`config.mk`:
```
export PLATFORM = sky130hd
export DESIGN_NAME = scroll_message_display
export DESIGN_NICKNAME = d
export VERILOG_FILES = /design/src/rtl/scroll_message_display.sv
export SDC_FILE = /design/constraint.sdc
export NUM_CORES = 1
export LEC_CHECK = 0
export CAP_MARGIN = 20
export CORE_MARGIN = 8
export CORE_UTILIZATION = 60
export CTS_CLUSTER_DIAMETER = 60
export DETAILED_ROUTE_END_ITERATION = 10
export GPL_ROUTABILITY_DRIVEN = 0
export GPL_TIMING_DRIVEN = 0
export PLACE_DENSITY = 0.79
export SYNTH_ARGS = -nofsm -noshare
export SYNTH_HDL_FRONTEND = slang
export SYNTH_SLANG_ARGS = --single-unit
```
`constraint.sdc`:
```
create_clock -name clk -period 4.9 [get_ports clk]
set_input_delay 0.98 -clock clk [delete_from_list [all_inputs] [get_ports clk]]
set_output_delay 0.98 -clock clk [all_outputs]
set_load 0.005 [all_outputs]
```
`src/rtl/scroll_message_display.sv`:
```
// ============================================================================
// Module   : scroll_message_display
// Brief    : Writable message buffer shown through a rotating DIGITS-wide window.
// Revision : 1.0 - initial release
// ============================================================================
`default_nettype none

module scroll_message_display #(
    parameter int DIGITS   = 4,
    parameter int MSG_LEN  = 8,
    parameter int CHAR_W   = 2,
    parameter int TICK_DIV = 50000000
) (
    input  logic                         clk,
    input  logic                         reset,
    input  logic                         enable,
    input  logic                         dir,
    input  logic                         step,
    input  logic                         wr_en,
    input  logic [$clog2(MSG_LEN)-1:0]   wr_addr,
    input  logic [CHAR_W-1:0]            wr_data,
    output logic [DIGITS*CHAR_W-1:0]     digit_codes,
    output logic [$clog2(MSG_LEN)-1:0]   offset,
    output logic                         wrap
);

    localparam int AW = $clog2(MSG_LEN);
    localparam int PW = (TICK_DIV > 1) ? $clog2(TICK_DIV) : 1;

    localparam logic [PW-1:0] c_tick_max = PW'(TICK_DIV - 1);
    localparam logic [AW-1:0] c_last     = AW'(MSG_LEN - 1);
    localparam logic [AW:0]   c_len      = (AW + 1)'(MSG_LEN);

    function automatic logic [DIGITS*CHAR_W-1:0] f_init_window();
        logic [DIGITS*CHAR_W-1:0] v;
        v = '0;
        for (int k = 0; k < DIGITS; k++) begin
            v[(DIGITS-1-k)*CHAR_W +: CHAR_W] = CHAR_W'(k % MSG_LEN);
        end
        return v;
    endfunction

    localparam logic [DIGITS*CHAR_W-1:0] c_init_codes = f_init_window();

    logic [PW-1:0]             r_presc_q,  w_presc_d;
    logic [AW-1:0]             r_offset_q, w_offset_d;
    logic                      r_wrap_q,   w_wrap_d;
    logic [CHAR_W-1:0]         r_msg_q [MSG_LEN];
    logic [CHAR_W-1:0]         w_msg_d [MSG_LEN];
    logic [DIGITS*CHAR_W-1:0]  r_codes_q,  w_codes_d;
    logic                      w_tick;
    logic                      w_advance;

    always_comb begin
        w_tick     = enable && (r_presc_q == c_tick_max);
        w_advance  = w_tick || step;
        w_presc_d  = r_presc_q;
        w_offset_d = r_offset_q;
        w_wrap_d   = 1'b0;
        w_msg_d    = r_msg_q;

        // A manual step restarts the prescaler so the next auto tick is a full period away.
        if (w_advance) begin
            w_presc_d = '0;
        end else if (enable) begin
            w_presc_d = r_presc_q + PW'(1);
        end

        if (w_advance) begin
            if (!dir) begin
                w_offset_d = (r_offset_q == c_last) ? '0 : r_offset_q + AW'(1);
                w_wrap_d   = (r_offset_q == c_last);
            end else begin
                w_offset_d = (r_offset_q == '0) ? c_last : r_offset_q - AW'(1);
                w_wrap_d   = (r_offset_q == '0);
            end
        end

        if (wr_en && ({1'b0, wr_addr} < c_len)) begin
            w_msg_d[wr_addr] = wr_data;
        end
    end

    // Per-digit index: k mod MSG_LEN is an elaboration constant, so one conditional
    // subtract suffices at run time.
    for (genvar k = 0; k < DIGITS; k++) begin : g_digit
        localparam int c_k_mod = k % MSG_LEN;
        logic [AW:0]   w_sum;
        logic [AW-1:0] w_idx;
        assign w_sum = {1'b0, r_offset_q} + (AW + 1)'(c_k_mod);
        assign w_idx = (w_sum >= c_len) ? AW'(w_sum - c_len) : AW'(w_sum);
        assign w_codes_d[(DIGITS-1-k)*CHAR_W +: CHAR_W] = r_msg_q[w_idx];
    end

    always_ff @(posedge clk) begin
        if (reset) begin
            r_presc_q  <= '0;
            r_offset_q <= '0;
            r_wrap_q   <= 1'b0;
            r_codes_q  <= c_init_codes;
            for (int i = 0; i < MSG_LEN; i++) begin
                r_msg_q[i] <= CHAR_W'(i);
            end
        end else begin
            r_presc_q  <= w_presc_d;
            r_offset_q <= w_offset_d;
            r_wrap_q   <= w_wrap_d;
            r_codes_q  <= w_codes_d;
            for (int i = 0; i < MSG_LEN; i++) begin
                r_msg_q[i] <= w_msg_d[i];
            end
        end
    end

    assign digit_codes = r_codes_q;
    assign offset      = r_offset_q;
    assign wrap        = r_wrap_q;

endmodule

`default_nettype wire

```
==> results of run 1 <==
==> flip-flops by register name, indices dropped and copies added (netlist names) <==
signal and flops:
r_presc_q 26, wrap 1, offset 3, digit_codes 8, r_msg_q 16
==> worst max-delay path, delay by kind of cell (launching register included) <==
kind | cells | cell delay, ps
muxes | 1 | 370
AOI/OAI and AO/OA | 2 | 240
DFF | 1 | 360
xor gates and xnor gates | 1 | 350
adders and majority gates | 1 | 260
buffers and inverters | 2 | 630
==> cell families after synthesis <==
kind of cell	count (synthesis)	synth area share, %
muxes	33	19.2
buffers and inverters	21	3.59
xor gates and xnor gates	27	8.58
DFF	54	39.2
adders and majority gates	5	2.27
and+or+nand+nor	123	22.6
AOI/OAI and AO/OA	16	4.54
==> layer usage <==
layer / vias to the layer above / routed length [um] / track usage [%]
li1: 1058 / - / -
met1: 1010 / 2660 / 21.6
met2: 101 / 2450 / 25.2
met3: 10 / 416 / 4.10
met4: 0 / 106 / 7.38
met5: - / 0 / 0
==> placed cells by master (no fill, tap or decap), types with 4 or more instances in the layout <==
cell type and count:
nand3_1 7, nand2_1 24, inv_1 9, xor2_1 12, nor2_1 47, nand4_1 11
clkbuf_8 5, clkdlybuf4s50_1 21, clkbuf_1 6, buf_2 4, ha_1 5, a21oi_1 6
mux4_2 16, dfxtp_1 54, o211ai_1 6, nor3_1 8, xnor2_1 15, mux2i_1 17
==> metrics by stage <==
step	hold slack, ps	setup slack, ps
detailed placement	499	2310
finish	525	2580
global placement	491	2330
floorplan	472	2690
CTS	522	2550
global route	562	2330
==> area by class of cell <==
cell class | count | area, um^2 | share of cell area, %
multi-input cells | 204 | 1580 | 50.2
flip-flops and latches | 54 | 1080 | 34.4
repair buffers | 21 | 210 | 6.69
clock buffers | 5 | 68.8 | 2.19
plain buffers | 12 | 65.1 | 2.07
well taps | 52 | 65.1 | 2.07
clock inverters | 3 | 40.0 | 1.27
inverters | 9 | 33.8 | 1.08
==> power breakdown <==
part	internal (mW)	switching, mW
Clock	0.151	0.146
Combinational	0.0787	0.0678
Sequential	0.453	0.00915
==> final timing paths <==
path         cells after the start  slack (ps)                         end                        from
max reg2reg                      7        2580   digit_codes[1]$_SDFF_PP1_      offset[1]$_SDFFE_PP0P_
min reg2reg                      2         530  r_presc_q[25]$_SDFFE_PP0P_  r_presc_q[25]$_SDFFE_PP0P_
max                              7        2580   digit_codes[1]$_SDFF_PP1_      offset[1]$_SDFFE_PP0P_
min                              2         530  r_presc_q[25]$_SDFFE_PP0P_  r_presc_q[25]$_SDFFE_PP0P_
==> flow_summary.toml, run 1 <==
[status]
outcome = "finished, final reports clean"

[drt]
dr.pass1.iters = 4
drc = 0
via_per_inst = 6.05
wl_per_cell_um = 15.6
wirelength_um = 5630
num_vias = 2179
antenna_left = 0
dr.first_iter.drc_count = 151

[cells_and_area]
fin_util_pct = 71.6
fill_cells = 313
design_area_mm2 = 0.00314
n_antenna_cell = 0
layout-drive-gt1-share_pct = 12.0
layoutNonFillerInstCount = 360
area_growth_pct = 13.9
final_nets = 323

[sta]
max_freq_mhz = 431
min_period_over_period_pct = 47.3
setup_viol = 0
period_needed_ps = 2320
rsz0062_at_grt = "false"
tightestPinTransition_ps = 934
hold_viol_final = 0
slew_viol_final = 0
setup_tns_ps = 0
fin_skew_ps = 5.78
slew_headroom_pct = 37.2

[synth]
yosysWarnings = 0
yosys.area.top_type = "dfxtp_1"
async_reset_ff_share_pct = 0
synth_area_per_cell_um2 = 9.88
mappedNetlistNets = 295
synthTopCellsByArea = "dfxtp_1, mux4_2, nor2_1"
syn_inst = 279
synth_commonest_cells = "dfxtp_1, nor2_1, nand2_1, mux2i_1, mux4_2"
synth_top_area_share_pct = 39.2
syn_area_mm2 = 0.00276
synth_edf_count = 0
yosysSeqAreaShare_pct = 39.2
ys_ff_latch = 54
yosysUniqueCellTypes = 36
ys.flop_type = "dfxtp_1"
synth_most_common_cell = "dfxtp_1"

[hold_path]
hp-class = "flop to flop"

[die]
placementRows = 24
die_w_um = 83.8
core_area_mm2 = 0.00438
die_h_um = 83.8
pin_count = 23
initial_utilization_pct = 62.9
die-area_mm2 = 0.00702

[placed_design]
dp.cells = 352
io_buffers = 21
placed_area_mm2 = 0.00303
dp_hpwl_um = 4160

[clocking]
cts_buffer_depth = 2
h-tree-depth = 2
cts_tree = "done"
root_buffer = "clkbuf_8"
cts.reportedPaths.clkPinSlew_ps = 90
cts_made_buffers = 5
clk_latency_ps = 310
cts_resized = 0
clkSinkCount = 54
cts_hold_buf = 0
post-cts-setup-buffers = 0

[global_route]
first_global_vias = 1989
grt_pass1_wl_um = 9670
antenna_found_initial = 0
overflow = 0
grt_max_degree = 17
grtUsageTotal_pct = 16.6

[flow_run]
maxCapViolCount = 0

[critical_path]
startpoint_type = "flop"
crit_type = "flop to flop"
crit_path_end_kind = "flop"
cp.required_ps = 5100
crit_chain = "clkbuf_1 -> inv_1 -> ha_1 -> xor2_1 -> mux4_2 -> a21oi_1 -> o21ai_0"
cpMaxStageDelayCell = "clkbuf_1"
worst_ep_arrival_time_ps = 2520
critPathMaxFanout = 9
critPathMaxStageDelay_ps = 450

[pwr]
powerDensity_mw_per_mm2 = 288
power.leakage_nw = 1.09
vdd_drop_max_mv = 0.171
power.total_uw = 906
No activity file was read; power rests on OpenSTA's default activity.
==> run 2: changes to the inputs <==
Settings changed: CORE_UTILIZATION 60 to 57, PLACE_DENSITY 0.79 to 0.76.
Clock period 4.9 ns to 2.15 ns, I/O delays scaled along.
==> flow_summary.toml, run 2 (synthesis results as in run 1) <==
[drt]
drc = 0
via_per_inst = 5.86
wl_per_cell_um = 15.3
dr.first_iter.drc_count = 218
wirelength_um = 5550
num_vias = 2123
antenna_left = 0
dr.pass1.iters = 5

[status]
outcome = "finished, final reports clean"

[sta]
slew_headroom_pct = 40.4
slew_viol_final = 0
fin_skew_ps = 7.35
tightestPinTransition_ps = 886
hold_viol_final = 0
period_needed_ps = 1990
setup_ws_ps = 159
setup_viol = 0
rsz0062_at_grt = "false"
max_freq_mhz = 502
min_period_over_period_pct = 92.6

[die]
placementRows = 25
initial_utilization_pct = 58.7
pin_count = 23
core_area_mm2 = 0.00469
die_w_um = 85.5
die_h_um = 85.5
die-area_mm2 = 0.00732

[critical_path]
startpoint_type = "flop"
critPathMaxFanout = 9
rrSetupSlack_ps = 160
r2r-end = "digit_codes[0]$_SDFF_PP1_"
worst_ep_arrival_time_ps = 2170
crit_end = "digit_codes[0]$_SDFF_PP1_"
rr_startpoint = "offset[1]$_SDFFE_PP0P_"
crit_type = "flop to flop"
cp.required_ps = 2330
crit_path_end_kind = "flop"
startpoint = "offset[1]$_SDFFE_PP0P_"
worst-r2r-cell-count = 7

[clocking]
h-tree-depth = 2
cts.reportedPaths.clkPinSlew_ps = 90
clk_latency_ps = 310
cts_buffer_depth = 2
cts_tree = "done"
clkSinkCount = 54
cts_hold_buf = 0
cts_made_buffers = 5
root_buffer = "clkbuf_8"

[flow_run]
maxCapViolCount = 0

[global_route]
antenna_found_initial = 0
grtUsageTotal_pct = 16.0
grt_pass1_wl_um = 9580
grt_max_degree = 17
first_global_vias = 2028
overflow = 0

[pwr]
power.leakage_nw = 1.09
powerDensity_mw_per_mm2 = 654
power.total_mw = 2.06
vdd_drop_max_mv = 0.457

[placed_design]
io_buffers = 21
dpl_worst_slack_ps = -188
dp_hpwl_um = 4070

[cells_and_area]
final_common_cell = "dfxtp_1"
layout-drive-gt1-share_pct = 12.3
regMostFlops = "r_presc_q"
final_nets = 323
fill_cells = 386
layout_common_cells = "dfxtp_1, nor2_1, nand2_1"
n_antenna_cell = 0
largest_reg_flops = 26
area_growth_pct = 14.5

[hold_path]
hp-class = "primary input to flop"
-- run 2: changes by cell type in the layout (fill, tap and decap cells not counted), sizes merged --
cell / change
buf: -1
clkbuf: +2
clkinv: -2
clkinvlp: +1
-- run 2: routing by layer --
metal | share of wire [%] | wire length, um | GRT usage (%) | up-vias
met4 | 1.4 | 76 | 5.73 | 0
li1 | - | - | - | 1050
met1 | 50 | 2770 | 22.0 | 1009
met5 | 0 | 0 | 0 | -
met2 | 44 | 2430 | 23.7 | 57
met3 | 4.9 | 274 | 3.63 | 7
-- run 2: worst min path at each step --
stage / end / from / cells after the start
final: r_presc_q[0]$_SDFFE_PP0P_ / enable / 3
after floorplan: r_presc_q[25]$_SDFFE_PP0P_ / r_presc_q[25]$_SDFFE_PP0P_ / 2
after global routing: r_presc_q[0]$_SDFFE_PP0P_ / enable / 3
after CTS: r_presc_q[0]$_SDFFE_PP0P_ / enable / 3
after detailed placement: r_presc_q[22]$_SDFFE_PP0P_ / r_presc_q[22]$_SDFFE_PP0P_ / 2
after global placement: r_presc_q[25]$_SDFFE_PP0P_ / r_presc_q[25]$_SDFFE_PP0P_ / 2
-- run 2: per-stage QoR --
step	setup TNS [ps]	hold WS [ps]	cell area (um^2)	util [%]	std cells
after floorplan	0	472	2760	-	279
after global placement	-190	493	3030	64.7	354
after detailed placement	-382	504	3030	64.7	354
after CTS	0	476	3150	67.0	362
after global routing	0	475	3160	67.3	362
final	0	468	3160	67.3	362
-- run 2: worst max-delay path, cell delays in order (launching register included) --
cell and delay (ps):
dfxtp_1 360, clkbuf_2 280, inv_1 120, ha_1 250, xor2_2 260, mux4_2 350
mux2i_1 160, nand2_1 70
-- run 2: final cells by class --
type / instances / area (um^2) / share of cell area (%)
flip-flops and latches: 54 / 1080 / 34.3
inverters: 9 / 33.8 / 1.07
clock inverters: 2 / 37.5 / 1.19
repair buffers: 21 / 210 / 6.66
clock buffers: 6 / 72.6 / 2.30
well taps: 54 / 67.6 / 2.14
plain buffers: 12 / 68.8 / 2.18
multi-input cells: 204 / 1580 / 50.2
-- run 2: what timing repair did --
| item | in CTS | in global routing |
|---|---|---|
| setup buffers | 0 | 0 |
| gates resized for setup | 1 | 2 |
| setup endpoints to repair | 3 | 2 |
| endpoints found under the hold margin | 0 | 0 |
-- run 2: where the power goes --
| part | switching (mW) | total, mW | internal (mW) |
|---|---|---|---|
| Clock | 0.324 | 0.672 | 0.348 |
| Sequential | 0.0214 | 1.05 | 1.03 |
| Combinational | 0.156 | 0.338 | 0.182 |
==> run 3: changes to the inputs <==
Settings changed: SETUP_SLACK_MARGIN from default to 0.05.
==> flow_summary.toml, run 3 (synthesis results as in run 1) <==
[drt]
num_vias = 2116
dr.pass1.iters = 5
wl_per_cell_um = 15.3
drc = 0
wirelength_um = 5550
dr.first_iter.drc_count = 229
via_per_inst = 5.85
antenna_left = 0

[sta]
setup_tns_ps = 0
max_freq_mhz = 518
hold_viol_final = 0
rsz0062_at_grt = "false"
period_needed_ps = 1930
tightestPinTransition_ps = 575
fin_skew_ps = 8.13
setup_ws_ps = 219
min_period_over_period_pct = 89.8
slew_viol_final = 0
setup_viol = 0
slew_headroom_pct = 61.3

[placed_design]
dp_hpwl_um = 4070
dpl_worst_slack_ps = -188
io_buffers = 21

[clocking]
post-cts-setup-buffers = 0
cts_hold_buf = 0
clkSinkCount = 54
cts.reportedPaths.clkPinSlew_ps = 90
cts_made_buffers = 5
cts_buffer_depth = 2
clk_latency_ps = 310
cts_tree = "done"
root_buffer = "clkbuf_8"
h-tree-depth = 2

[cells_and_area]
multi_input_area_mm2 = 0.00159
fill_cells = 382
final_nets = 323
n_antenna_cell = 0
area_growth_pct = 14.8
seq_area_mm2 = 0.00108
layout_common_cells = "dfxtp_1, nor2_1, nand2_1"
regMostFlops = "r_presc_q"
largest_reg_flops = 26
layout-drive-gt1-share_pct = 12.7
final_common_cell = "dfxtp_1"

[status]
outcome = "finished, final reports clean"

[global_route]
grt_max_degree = 17
grt_pass1_wl_um = 9650
first_global_vias = 2042
grtUsageTotal_pct = 16.1
antenna_found_initial = 0
overflow = 0

[hold_path]
min_to = "r_presc_q[0]$_SDFFE_PP0P_"
hp-class = "primary input to flop"
hp-start = "enable"
whs_path_depth = 3

[pwr]
powerDensity_mw_per_mm2 = 653
power.leakage_nw = 1.09
seq_power_share_pct = 51.1
p_sw_uw = 501
power.clock.fraction_pct = 32.6
swShare_pct = 24.3
p_comb_share_pct = 16.4
vdd_drop_max_mv = 0.459
internal-power_mw = 1.56

[critical_path]
cp.required_ps = 2330
crit_chain = "buf_4 -> inv_1 -> ha_1 -> xor2_2 -> mux4_2 -> mux2i_1 -> nand2_1"
crit_path_end_kind = "flop"
crit_type = "flop to flop"
worst-r2r-cell-count = 7
cpMaxStageDelayCell = "dfxtp_1"
critPathTopFamily = "multiplexers"
critPathMaxFanout = 7
rr_startpoint = "offset[0]$_SDFFE_PP0P_"
r2r-end = "digit_codes[0]$_SDFF_PP1_"
crit_buf_inv = 2
rrSetupSlack_ps = 220
critPathMaxStageDelay_ps = 380
worst_ep_arrival_time_ps = 2110
startpoint_type = "flop"

[die]
placementRows = 25
pin_count = 23
initial_utilization_pct = 58.7
die_h_um = 85.5
core_area_mm2 = 0.00469
die-area_mm2 = 0.00732
die_w_um = 85.5

[flow_run]
maxCapViolCount = 0
[run 3: cell count changes in the layout (fill, tap and decap cells not counted), sizes merged]
cell and delta:
buf +1, clkbuf -1
[run 3: worst reg2reg max path: cells and delay by family, from the launching register on]
kind,cells,cell delay (ps)
xor gates and xnor gates,1,270
adders and majority gates,1,280
buffers and inverters,2,310
DFF,1,380
muxes,2,510
and+or+nand+nor,1,70
[run 3: layout make-up]
cell class              instances  share of cell area [%]
flip-flops and latches         54                    34.2
plain buffers                  12                    2.25
clock buffers                   6                    2.29
repair buffers                 21                    6.64
inverters                       9                    1.07
well taps                      54                    2.14
multi-input cells             204                    50.3
clock inverters                 2                    1.19
[run 3: power groups by stage]
stage / Clock (mW) / Sequential, mW / Combinational, mW
floorplan: 0 / 1.08 / 0.216
global placement: 0 / 1.08 / 0.327
detailed placement: 0 / 1.08 / 0.335
CTS: 0.683 / 1.05 / 0.340
global route: 0.720 / 1.06 / 0.373
finish: 0.672 / 1.05 / 0.339
[run 3: timing repair]
action                                  4_1_cts  5_1_grt
gates resized for setup                       2        5
pin swaps                                     0        0
endpoints found under the setup margin        3        4
[run 3: worst max-delay path by stage]
stage / slack [ps] / depth (start not counted) / startpoint / endpoint
2_1_floorplan: 180 / 7 / offset[1]$_SDFFE_PP0P_ / digit_codes[1]$_SDFF_PP1_
3_3_place_gp: -100 / 7 / offset[1]$_SDFFE_PP0P_ / digit_codes[1]$_SDFF_PP1_
3_5_place_dp: -190 / 7 / offset[1]$_SDFFE_PP0P_ / digit_codes[0]$_SDFF_PP1_
4_1_cts: 130 / 7 / offset[0]$_SDFFE_PP0P_ / digit_codes[0]$_SDFF_PP1_
5_1_grt: 50 / 7 / offset[0]$_SDFFE_PP0P_ / digit_codes[0]$_SDFF_PP1_
6_report: 220 / 7 / offset[0]$_SDFFE_PP0P_ / digit_codes[0]$_SDFF_PP1_
[run 3: through the flow]
step                hold WS [ps]  utilization (%)  power, mW  cells  instance area (um^2)
CTS                          476             67.2       2.08    362                  3150
finish                       467             67.4       2.07    362                  3160
floorplan                    472                -       1.29    279                  2760
global route                 475             67.4       2.15    362                  3160
global placement             493             64.7       1.40    354                  3030
detailed placement           504             64.7       1.41    354                  3030
[run 3: per-layer routing]
metal / global-route usage (%) / vias up / share of wire, %
li1: - / 1050 / -
met1: 22.0 / 1001 / 49
met2: 24.0 / 54 / 44
met3: 3.63 / 11 / 5.6
met4: 5.89 / 0 / 1.4
met5: 0 / - / 0
